--- config.mk ---
export PLATFORM = sky130hd
export DESIGN_NAME = scan_select_sequencer_flat
export DESIGN_NICKNAME = d
export VERILOG_FILES = /design/src/rtl/scan_select_sequencer_if.sv /design/src/rtl/scan_select_sequencer.sv /design/src/flat_wrapper.sv
export SDC_FILE = /design/constraint.sdc
export NUM_CORES = 1
export LEC_CHECK = 0
export ABC_AREA = 1
export BUFFER_PORTS_ARGS = -buffer_cell sky130_fd_sc_hd__buf_4
export CELL_PAD_IN_SITES_DETAIL_PLACEMENT = 1
export CELL_PAD_IN_SITES_GLOBAL_PLACEMENT = 2
export CORE_ASPECT_RATIO = 0.75
export CORE_MARGIN = 10
export CORE_UTILIZATION = 34
export DETAILED_ROUTE_END_ITERATION = 6
export HOLD_SLACK_MARGIN = 0.08
export PLACE_DENSITY = 0.91
export SETUP_SLACK_MARGIN = 0.2
export SLEW_MARGIN = 20
export SYNTH_ARGS = -nofsm -noshare
export SYNTH_HDL_FRONTEND = slang
export SYNTH_SLANG_ARGS = --single-unit
--- constraint.sdc ---
create_clock -name clk -period 5.7 [get_ports clk]
set_input_delay 0.285 -clock clk [delete_from_list [all_inputs] [get_ports clk]]
set_output_delay 0.285 -clock clk [all_outputs]
set_load 0.01 [all_outputs]
--- src/rtl/scan_select_sequencer_if.sv ---
// ----------------------------------------------------------------------------
// scan_select_sequencer_if
// Bundles the control inputs and select outputs of scan_select_sequencer.
//   en        : scan enable (level)
//   dwell     : cycles-per-channel minus 1
//   ch_mask   : bit i=1 includes channel i in the scan
//   sel       : current channel index (decoder A)
//   sel_valid : sel is a live scan value
//   wrap      : one-cycle pulse when the scan returns to a lower-or-equal index
// Modports: master = controller side, slave = sequencer side.
// ----------------------------------------------------------------------------
interface scan_select_sequencer_if #(
  parameter int SEL_W   = 2,
  parameter int NUM_CH  = 4,
  parameter int DWELL_W = 8
);
  logic               en;
  logic [DWELL_W-1:0] dwell;
  logic [NUM_CH-1:0]  ch_mask;
  logic [SEL_W-1:0]   sel;
  logic               sel_valid;
  logic               wrap;

  modport master (
    output en, dwell, ch_mask,
    input  sel, sel_valid, wrap
  );

  modport slave (
    input  en, dwell, ch_mask,
    output sel, sel_valid, wrap
  );
endinterface

--- src/rtl/scan_select_sequencer.sv ---
// ----------------------------------------------------------------------------
// scan_select_sequencer
// Steps a select code through the enabled channels in circular order, holding
// each channel for dwell+1 cycles, and pulses wrap whenever the scan returns
// to a lower-or-equal index. Intended to drive the A input of decoder_2x4.
// Ports:
//   clk : rising-edge clock
//   rst : synchronous active-high reset
//   bus : scan_select_sequencer_if.slave (en, dwell, ch_mask -> sel,
//         sel_valid, wrap); all outputs are registered.
// ----------------------------------------------------------------------------
module scan_select_sequencer #(
  parameter int SEL_W   = 2,
  parameter int NUM_CH  = 4,
  parameter int DWELL_W = 8
) (
  input  logic                  clk,
  input  logic                  rst,
  scan_select_sequencer_if.slave bus
);

  typedef enum logic {
    ST_IDLE = 1'b0,
    ST_SCAN = 1'b1
  } state_t;

  // Circular priority search: first set bit of mask strictly after cur,
  // wrapping around; returns cur itself when it is the only set bit.
  function automatic logic [SEL_W-1:0] f_next_ch(
    input logic [SEL_W-1:0]  cur,
    input logic [NUM_CH-1:0] mask
  );
    logic [SEL_W-1:0] idx;
    logic             found;
    f_next_ch = cur;
    found     = 1'b0;
    for (int k = 1; k <= NUM_CH; k++) begin
      idx = SEL_W'((int'(cur) + k) % NUM_CH);
      if (!found && mask[idx]) begin
        f_next_ch = idx;
        found     = 1'b1;
      end
    end
  endfunction

  state_t             r_state, w_state_nxt;
  logic [SEL_W-1:0]   r_sel, w_sel_nxt;
  logic               r_sel_valid, w_sel_valid_nxt;
  logic               r_wrap, w_wrap_nxt;
  logic [DWELL_W-1:0] r_cnt, w_cnt_nxt;
  logic [DWELL_W-1:0] r_dwell, w_dwell_nxt;
  logic [SEL_W-1:0]   w_first_ch;
  logic [SEL_W-1:0]   w_next_ch;
  logic               w_mask_any;

  // Searching after the top index yields the lowest set bit.
  assign w_first_ch = f_next_ch(SEL_W'(NUM_CH - 1), bus.ch_mask);
  assign w_next_ch  = f_next_ch(r_sel, bus.ch_mask);
  assign w_mask_any = |bus.ch_mask;

  // State and output registers; rst overrides everything, including mid-dwell.
  always_ff @(posedge clk) begin
    if (rst) begin
      r_state     <= ST_IDLE;
      r_sel       <= {SEL_W{1'b0}};
      r_sel_valid <= 1'b0;
      r_wrap      <= 1'b0;
      r_cnt       <= {DWELL_W{1'b0}};
      r_dwell     <= {DWELL_W{1'b0}};
    end else begin
      r_state     <= w_state_nxt;
      r_sel       <= w_sel_nxt;
      r_sel_valid <= w_sel_valid_nxt;
      r_wrap      <= w_wrap_nxt;
      r_cnt       <= w_cnt_nxt;
      r_dwell     <= w_dwell_nxt;
    end
  end

  // Next-state and next-output logic.
  always_comb begin
    w_state_nxt     = r_state;
    w_sel_nxt       = r_sel;
    w_sel_valid_nxt = 1'b0;
    w_wrap_nxt      = 1'b0;
    w_cnt_nxt       = r_cnt;
    w_dwell_nxt     = r_dwell;
    case (r_state)
      ST_IDLE: begin
        if (bus.en && w_mask_any) begin
          w_state_nxt     = ST_SCAN;
          w_sel_nxt       = w_first_ch;
          w_sel_valid_nxt = 1'b1;
          w_cnt_nxt       = {DWELL_W{1'b0}};
          w_dwell_nxt     = bus.dwell;
        end else begin
          w_state_nxt = ST_IDLE;
        end
      end
      ST_SCAN: begin
        if (!bus.en || !w_mask_any) begin
          w_state_nxt = ST_IDLE;
        end else if (r_cnt < r_dwell) begin
          // The running channel always finishes its latched dwell, even if
          // its mask bit has since been cleared.
          w_cnt_nxt       = r_cnt + {{(DWELL_W-1){1'b0}}, 1'b1};
          w_sel_valid_nxt = 1'b1;
        end else begin
          w_cnt_nxt       = {DWELL_W{1'b0}};
          w_dwell_nxt     = bus.dwell;
          w_sel_nxt       = w_next_ch;
          w_sel_valid_nxt = 1'b1;
          w_wrap_nxt      = (w_next_ch <= r_sel);
        end
      end
      default: begin
        w_state_nxt = ST_IDLE;
      end
    endcase
  end

  assign bus.sel       = r_sel;
  assign bus.sel_valid = r_sel_valid;
  assign bus.wrap      = r_wrap;

endmodule

--- src/flat_wrapper.sv ---
// flat-port wrapper written by rule: the top's interface ports become plain ports
module scan_select_sequencer_flat 
#(
  parameter int SEL_W   = 2,
  parameter int NUM_CH  = 4,
  parameter int DWELL_W = 8
)
  (clk, rst, bus_en, bus_dwell, bus_ch_mask, bus_sel, bus_sel_valid, bus_wrap);
  scan_select_sequencer_if #(.SEL_W(SEL_W), .NUM_CH(NUM_CH), .DWELL_W(DWELL_W)) bus_i ();
  input  logic clk;
  input  logic rst;
  input wire logic [$bits(bus_i.en)-1:0] bus_en;
  input wire logic [$bits(bus_i.dwell)-1:0] bus_dwell;
  input wire logic [$bits(bus_i.ch_mask)-1:0] bus_ch_mask;
  output wire logic [$bits(bus_i.sel)-1:0] bus_sel;
  output wire logic [$bits(bus_i.sel_valid)-1:0] bus_sel_valid;
  output wire logic [$bits(bus_i.wrap)-1:0] bus_wrap;
  assign bus_i.en = bus_en;
  assign bus_i.dwell = bus_dwell;
  assign bus_i.ch_mask = bus_ch_mask;
  assign bus_sel = bus_i.sel;
  assign bus_sel_valid = bus_i.sel_valid;
  assign bus_wrap = bus_i.wrap;
  scan_select_sequencer #(.SEL_W(SEL_W), .NUM_CH(NUM_CH), .DWELL_W(DWELL_W)) u_core (.clk(clk), .rst(rst), .bus(bus_i));
endmodule
==> results.py, run 1 <==
metrics = {
    "global_routing": {
        "grt_first_pass_wirelength_um": 6030,
        "grt_pass1_vias": 1292,
        "global_route.usage.total": 0.107,
        "grt_start_max_net_pins": 20,
        "initial_antenna_violation_count": 0,
        "grt_overflow": 0,
    },
    "hold_path": {
        "min-delay-path-class": "in2reg",
        "holdCritStartpoint": "rst",
    },
    "die": {
        "placeableCoreArea_um2": 3760,
        "start_util": 0.361,
        "die_width_um": 92.9,
        "overall_die_area_um2": 6940,
        "rows": 19,
        "die_height_um": 74.7,
        "ioPinCount": 19,
    },
    "synthesis": {
        "ys_types": 25,
        "post-synth-top-area-fraction": 0.295,
        "avgSynthCellArea_um2": 7.06,
        "yosysTopAreaCell": "sky130_fd_sc_hd__dfxtp_1",
        "yosys-top-cells-area": "sky130_fd_sc_hd__dfxtp_1 (30%), sky130_fd_sc_hd__nand2_1 (13%), sky130_fd_sc_hd__ha_1 (9.2%)",
        "yosysWarnings": 0,
        "mappedNetlistNets": 217,
        "postSynthCellCount": 192,
        "syn_area_um2": 1360,
        "number_of_flip_flops_and_latches_in_the_synthesized_netlist": 20,
        "ys_seq_area_frac": 0.295,
    },
    "routing": {
        "postRouteAntennaNets": 0,
        "detail_route.iter0.violations": 26,
        "drt_pass_1_iters": 4,
        "route.detailed.wl_per_inst_um": 13.7,
        "post_drt_via_cell_ratio": 4.77,
        "drc": 0,
        "routed_wl_um": 3600,
        "via_count": 1255,
    },
    "final_layout": {
        "final_layout_size_suffix_gt1_frac": 0.227,
        "insertedDiodeCount": 0,
        "final_cell_count_no_fill": 263,
        "area_growth_syn_to_layout_pct": 18.1,
        "final_area_um2": 1600,
        "finish.net_count": 237,
    },
    "critical_path": {
        "reg2reg_slack_ps": 3380,
        "critical_path_required_ps": 5900,
        "timing.critical_path.to_type": "flop",
        "arrival_ps": 2520,
        "cp-start-kind": "flop",
        "critical_path.endpoint": "u_core.bus.wrap$_SDFF_PP0_",
        "reg2regPathDepth": 14,
        "worstReg2RegStart": "u_core.bus.sel[0]$_SDFFE_PP0P_",
        "critPathLaunch": "u_core.bus.sel[0]$_SDFFE_PP0P_",
        "maximum_net_fanout_on_the_critical_path": 12,
        "timing.rr.end": "u_core.bus.wrap$_SDFF_PP0_",
        "setup.worst_path.class": "reg2reg",
    },
    "clocking": {
        "cts_max_level": 1,
        "tritoncts": "done",
        "post-cts-setup-buffers": 0,
        "clk_transition_reported_paths_ps": 80,
        "clk_latency_ps": 260,
        "cts-resized-gates": 0,
        "holdBufCountCts": 0,
        "master_cell_of_the_clock_root_buffer": "sky130_fd_sc_hd__clkbuf_8",
        "clock_sinks": 20,
        "cts_buffers": 3,
        "max-clock-path-buffers": 2,
    },
    "place": {
        "post-place-cells": 259,
        "dp_hpwl_um": 2960,
        "preCtsSetupSlack_ps": 3390,
        "globalplace.congestion": 0.811,
        "dpl_cell_area_um2": 1530,
        "buffer_ports.inserted": 18,
    },
    "run_status": {
        "outcome": "completed",
    },
    "sta": {
        "max_slew.worst_pin.slew_ps": 560,
        "finalCritPeriodShare": 0.407,
        "setup_repair_after_global_routing_missed_its_margin": "false",
        "setup_viol_count_final": 0,
        "timing.final.max_slew_violations": 0,
        "fin_ws_ps": 3380,
        "timing.final.hold_violations": 0,
        "skew_ps": 3.94,
        "clock.fmax_mhz": 431,
        "worst_slew_slack_as_a_fraction_of_its_limit": 0.626,
        "fin_setup_tns_ps": 0,
        "period_needed_ps": 2320,
    },
    "pwr": {
        "max-vdd-ir-drop_mv": 0.151,
        "total_power_mw": 0.412,
        "static-leakage-power_nw": 0.758,
        "cellPowerDensity_nw_per_um2": 257,
    },
    "flow_run": {
        "maxCapViolations": 0,
    },
}
==> synth_stat cells <==
cell,n
sky130_fd_sc_hd__a21boi_4,1
sky130_fd_sc_hd__a21oi_1,19
sky130_fd_sc_hd__and2_1,1
sky130_fd_sc_hd__buf_6,2
sky130_fd_sc_hd__clkbuf_1,1
sky130_fd_sc_hd__dfxtp_1,20
sky130_fd_sc_hd__ha_1,10
sky130_fd_sc_hd__inv_1,21
sky130_fd_sc_hd__inv_2,3
sky130_fd_sc_hd__inv_8,1
sky130_fd_sc_hd__nand2_1,48
sky130_fd_sc_hd__nand2_2,9
sky130_fd_sc_hd__nand2_4,4
sky130_fd_sc_hd__nand3_1,13
sky130_fd_sc_hd__nand3_2,5
sky130_fd_sc_hd__nor2_1,14
sky130_fd_sc_hd__nor2_2,1
sky130_fd_sc_hd__nor2_4,1
sky130_fd_sc_hd__nor3_1,2
sky130_fd_sc_hd__nor3_2,1
sky130_fd_sc_hd__o21a_1,1
sky130_fd_sc_hd__o21ai_0,8
sky130_fd_sc_hd__o21ai_1,1
sky130_fd_sc_hd__xnor2_1,2
sky130_fd_sc_hd__xor2_1,3
==> flip-flops by register name (all words and copies together), names as in the netlist <==
name and count:
u_core.bus.sel 2, u_core.bus.wrap 1, u_core.r_state 1, u_core.r_cnt 8
u_core.r_dwell 8
==> power by group <==
part	switching, mW	total [mW]	internal, mW
registers	0.00776	0.155	0.147
logic	0.0687	0.111	0.0428
clock network	0.0514	0.145	0.0938
==> per-stage QoR <==
step           utilization  hold WS, ps
4_1_cts              0.426          202
2_1_floorplan            -          352
3_5_place_dp         0.407          454
6_report             0.426          208
3_3_place_gp         0.407          446
5_1_grt              0.426          207
==> layout make-up <==
class	instances	area [µm²]
Fill cell	520	2150
Multi-Input combinational cell	144	828
Sequential cell	20	400
Timing Repair Buffer	18	135
Inverter	25	101
Tap cell	52	65.1
Clock buffer	3	41.3
Clock inverter	1	30.0
==> worst max-delay path, cell delays in order (launching register included) <==
cell and delay (ps):
sky130_fd_sc_hd__dfxtp_1 680, sky130_fd_sc_hd__nand2_1 170, sky130_fd_sc_hd__nand2_2 140, sky130_fd_sc_hd__nand2_4 70, sky130_fd_sc_hd__nand2_4 90, sky130_fd_sc_hd__inv_2 50, sky130_fd_sc_hd__nand3_2 60, sky130_fd_sc_hd__nand3_1 90
sky130_fd_sc_hd__and2_1 150, sky130_fd_sc_hd__ha_1 290, sky130_fd_sc_hd__a21oi_1 160, sky130_fd_sc_hd__a21oi_1 60, sky130_fd_sc_hd__nor2_1 80, sky130_fd_sc_hd__nand2_1 50, sky130_fd_sc_hd__a21oi_1 110
==> how the worst min path moves through the flow <==
stage	to	slack [ps]	depth (start not counted)
detailed placement	u_core.r_dwell[7]$_SDFFE_PP0P_	450	2
global route	u_core.bus.sel[0]$_SDFFE_PP0P_	210	2
CTS	u_core.bus.sel[0]$_SDFFE_PP0P_	200	2
global placement	u_core.r_dwell[7]$_SDFFE_PP0P_	450	2
finish	u_core.bus.sel[0]$_SDFFE_PP0P_	210	2
floorplan	u_core.bus.sel[0]$_SDFFE_PP0P_	350	1
==> layer usage <==
layer,vias up,global-route usage,share of wire
li1,651,-,-
met1,589,0.121,0.46
met2,13,0.196,0.51
met3,2,0.0268,0.031
met4,0,0.0307,0.0047
met5,-,0,0
==> logic make-up after synthesis <==
logic type,synth area share
compound gates,0.123
xor+xnor,0.0323
fa+ha+maj,0.0923
buf+inv,0.0941
flops,0.295
simple gates,0.363
==> cell usage in the layout (no fill, tap or decap), types with 3 or more instances in the layout <==
cell	synthesis	routed
sky130_fd_sc_hd__nand2_1	48	48
sky130_fd_sc_hd__nand2_2	9	9
sky130_fd_sc_hd__a21oi_1	19	19
sky130_fd_sc_hd__nand3_2	5	5
sky130_fd_sc_hd__nand2_4	4	4
sky130_fd_sc_hd__inv_2	3	3
sky130_fd_sc_hd__nor2_1	14	14
sky130_fd_sc_hd__inv_1	21	21
sky130_fd_sc_hd__dfxtp_1	20	20
sky130_fd_sc_hd__ha_1	10	10
sky130_fd_sc_hd__o21ai_0	8	8
sky130_fd_sc_hd__xor2_1	3	3
sky130_fd_sc_hd__nand3_1	13	13
sky130_fd_sc_hd__buf_4	0	18
sky130_fd_sc_hd__clkbuf_8	0	3
Power figures use the tool's default switching activity.
==> inputs of run 2 (changes only) <==
ABC_AREA = 0   (was 1)
CORE_UTILIZATION = 28   (was 34)
PLACE_DENSITY = 0.81   (was 0.91)
clock period = 2.1 ns   (was 5.7 ns; I/O delays follow)
==> run 2 against run 1 <==
Net effect:
- synthesized cell count fell by 21%
- worst setup slack got worse by 3300 ps
- via count fell by 0.32%
- utilization fell by 1.4 points
==> results.py, run 2 <==
metrics = {
    "clocking": {
        "tritoncts": "done",
        "clk_latency_ps": 270,
        "cts_max_level": 1,
        "max-clock-path-buffers": 2,
        "clk_transition_reported_paths_ps": 80,
        "holdBufCountCts": 0,
        "cts_buffers": 3,
        "clock_sinks": 20,
        "master_cell_of_the_clock_root_buffer": "sky130_fd_sc_hd__clkbuf_8",
    },
    "sta": {
        "timing.final.max_slew_violations": 0,
        "period_needed_ps": 2030,
        "setup_viol_count_final": 0,
        "max_slew.worst_pin.slew_ps": 515,
        "clock.fmax_mhz": 494,
        "setup_repair_after_global_routing_missed_its_margin": "true",
        "worst_slew_slack_as_a_fraction_of_its_limit": 0.652,
        "skew_ps": 2.78,
        "fin_setup_tns_ps": 0,
        "finalCritPeriodShare": 0.964,
        "timing.final.hold_violations": 0,
        "hold_ws_ps": 89.5,
    },
    "flow_run": {
        "maxCapViolations": 0,
    },
    "place": {
        "dp_hpwl_um": 2790,
        "buffer_ports.inserted": 18,
        "post-place-cells": 227,
        "globalplace.congestion": 0.773,
    },
    "routing": {
        "detail_route.iter0.violations": 65,
        "route.detailed.wl_per_inst_um": 17.5,
        "postRouteAntennaNets": 0,
        "drc": 0,
        "post_drt_via_cell_ratio": 5.28,
        "drt_pass_1_iters": 4,
        "routed_wl_um": 4150,
        "via_count": 1251,
    },
    "die": {
        "die_width_um": 94.8,
        "ioPinCount": 19,
        "placeableCoreArea_um2": 4050,
        "rows": 20,
        "start_util": 0.290,
        "overall_die_area_um2": 7210,
        "die_height_um": 76.1,
    },
    "synthesis": {
        "syn_area_um2": 1170,
        "dominantRegCellSynth": "sky130_fd_sc_hd__dfxtp_1",
        "ys_seq_area_frac": 0.341,
        "synth_edf_count": 0,
        "yosysWarnings": 0,
        "postSynthCellCount": 152,
        "avgSynthCellArea_um2": 7.73,
        "number_of_flip_flops_and_latches_in_the_synthesized_netlist": 20,
        "post-synth-top-area-fraction": 0.341,
        "yosysTopAreaCell": "sky130_fd_sc_hd__dfxtp_1",
        "yosys-top-cells-area": "sky130_fd_sc_hd__dfxtp_1 (34%), sky130_fd_sc_hd__ha_1 (11%), sky130_fd_sc_hd__a21oi_1 (8.5%)",
        "ys_async_sr_fraction": 0,
        "list_of_most_frequent_post_synthesis_cells": "sky130_fd_sc_hd__a21oi_1 (20), sky130_fd_sc_hd__dfxtp_1 (20), sky130_fd_sc_hd__nand3_1 (19)",
        "ys_types": 30,
        "mappedNetlistNets": 177,
    },
    "critical_path": {
        "slowest_stage_delay_on_critical_path_ps": 560,
        "critical-path-slowest-cell": "sky130_fd_sc_hd__or4_4",
        "maximum_net_fanout_on_the_critical_path": 6,
        "timing.critical_path.to_type": "flop",
        "cp.depth": 7,
        "cp-start-kind": "flop",
        "arrival_ps": 2220,
        "critical_path_required_ps": 2300,
        "cp_cell_sequence": "inv_1 > ha_2 > a211oi_4 > o31ai_2 > a211o_1 > or4_4 > a31oi_4",
        "reg2regPathDepth": 7,
        "critical_path_s_top_delay_family": "compound AO/OA/AOI/OAI gates",
        "setup.worst_path.class": "reg2reg",
        "critical_path_buf_inv_count": 1,
    },
    "final_layout": {
        "layout.cells.most_common": "sky130_fd_sc_hd__buf_4",
        "layout.core_utilization": 0.413,
        "finish.net_count": 208,
        "most-common-layout-cells": "sky130_fd_sc_hd__buf_4 (29), sky130_fd_sc_hd__nand3_1 (19), sky130_fd_sc_hd__a21oi_1 (16)",
        "area_growth_syn_to_layout_pct": 42.4,
        "final_cell_count_no_fill": 237,
        "fillers": 492,
        "final_layout_size_suffix_gt1_frac": 0.396,
        "insertedDiodeCount": 0,
    },
    "run_status": {
        "outcome": "completed",
    },
    "global_routing": {
        "grt_start_max_net_pins": 20,
        "global_route.usage.total": 0.105,
        "grt_pass1_vias": 1279,
        "grt_first_pass_wirelength_um": 6200,
        "grt_overflow": 0,
        "initial_antenna_violation_count": 0,
    },
    "pwr": {
        "share_seq_of_total_power": 0.433,
        "max-vdd-ir-drop_mv": 0.232,
        "power_frac_clock": 0.327,
        "p_int_mw": 0.663,
        "power.share.combinational": 0.240,
        "cellPowerDensity_nw_per_um2": 566,
        "total_power_mw": 0.947,
        "power.share.switching": 0.300,
        "static-leakage-power_nw": 0.614,
        "net_load_switching_power_mw": 0.284,
    },
    "hold_path": {
        "hold-path-cell-count": 3,
        "min-delay-path-class": "in2reg",
    },
}
==> run 2: cell count changes after synthesis, moves of 3 or more <==
cell,previous run,this run
sky130_fd_sc_hd__nand3_2,5,0
sky130_fd_sc_hd__nand2_2,9,0
sky130_fd_sc_hd__a31oi_1,0,5
sky130_fd_sc_hd__nand2_4,4,0
sky130_fd_sc_hd__o21ai_0,8,12
sky130_fd_sc_hd__nor2_1,14,6
sky130_fd_sc_hd__nand2_1,48,14
sky130_fd_sc_hd__nand3_1,13,19
sky130_fd_sc_hd__xor2_1,3,0
sky130_fd_sc_hd__buf_2,0,4
sky130_fd_sc_hd__or4_1,0,5
sky130_fd_sc_hd__nor2b_1,0,3
sky130_fd_sc_hd__inv_1,21,12
sky130_fd_sc_hd__inv_2,3,0
==> run 2: area by class of cell <==
cell class | instances | area, µm² | area share
repair buffers | 32 | 251 | 0.150
inverters | 13 | 48.8 | 0.0292
well taps | 55 | 68.8 | 0.0411
multi-input cells | 113 | 832 | 0.497
clock buffers | 4 | 55.1 | 0.0329
flip-flops and latches | 20 | 417 | 0.249
==> run 2: power groups by stage <==
stage | registers (mW) | clock network (mW) | logic [mW]
after global routing | 0.413 | 0.332 | 0.248
after global placement | 0.416 | 0 | 0.170
final | 0.411 | 0.310 | 0.227
after CTS | 0.409 | 0.314 | 0.187
after detailed placement | 0.418 | 0 | 0.177
after floorplan | 0.416 | 0 | 0.103
==> run 2: final timing paths <==
check                                         to                      startpoint  slack, ps
setup reg to reg    u_core.r_cnt[4]$_SDFFE_PP0P_  u_core.r_dwell[3]$_SDFFE_PP0P_         70
setup / recovery    u_core.r_cnt[4]$_SDFFE_PP0P_  u_core.r_dwell[3]$_SDFFE_PP0P_         70
hold reg to reg   u_core.r_dwell[0]$_SDFFE_PP0P_  u_core.r_dwell[0]$_SDFFE_PP0P_        480
hold / removal    u_core.r_dwell[3]$_SDFFE_PP0P_                    bus_dwell[3]         90
==> run 2: repair_timing <==
action / CTS / global route
gates resized for setup: 6 / 33
endpoints found under the setup margin: 7 / 19
buffers inserted: 3 / 2
cloned: 0 / 1
pin swaps: 13 / 11
==> run 2: worst min-delay path: stages <==
cell                      delay, ps
sky130_fd_sc_hd__buf_4          110
sky130_fd_sc_hd__nand3_1         50
sky130_fd_sc_hd__a21oi_1         50
==> run 2: cell families after synthesis <==
kind of cell,count (synthesis),synth area share
AOI/OAI and AO/OA,48,0.251
adders and majority gates,10,0.106
buffers and inverters,19,0.0650
DFF,20,0.341
and+or+nand+nor,55,0.236
==> run 2: per-stage QoR <==
step                instance area [µm²]  setup WS [ps]
global placement                   1420            105
floorplan                          1180            182
CTS                                1520           40.6
finish                             1670           74.6
detailed placement                 1420           36.4
global route                       1670           16.8
==> run 2: routing by layer <==
layer	vias to the layer above	routed length, µm	track usage
met5	-	0	0
met3	4	127	0.0344
li1	614	-	-
met2	12	1990	0.162
met1	621	1990	0.134
met4	0	40	0.0313
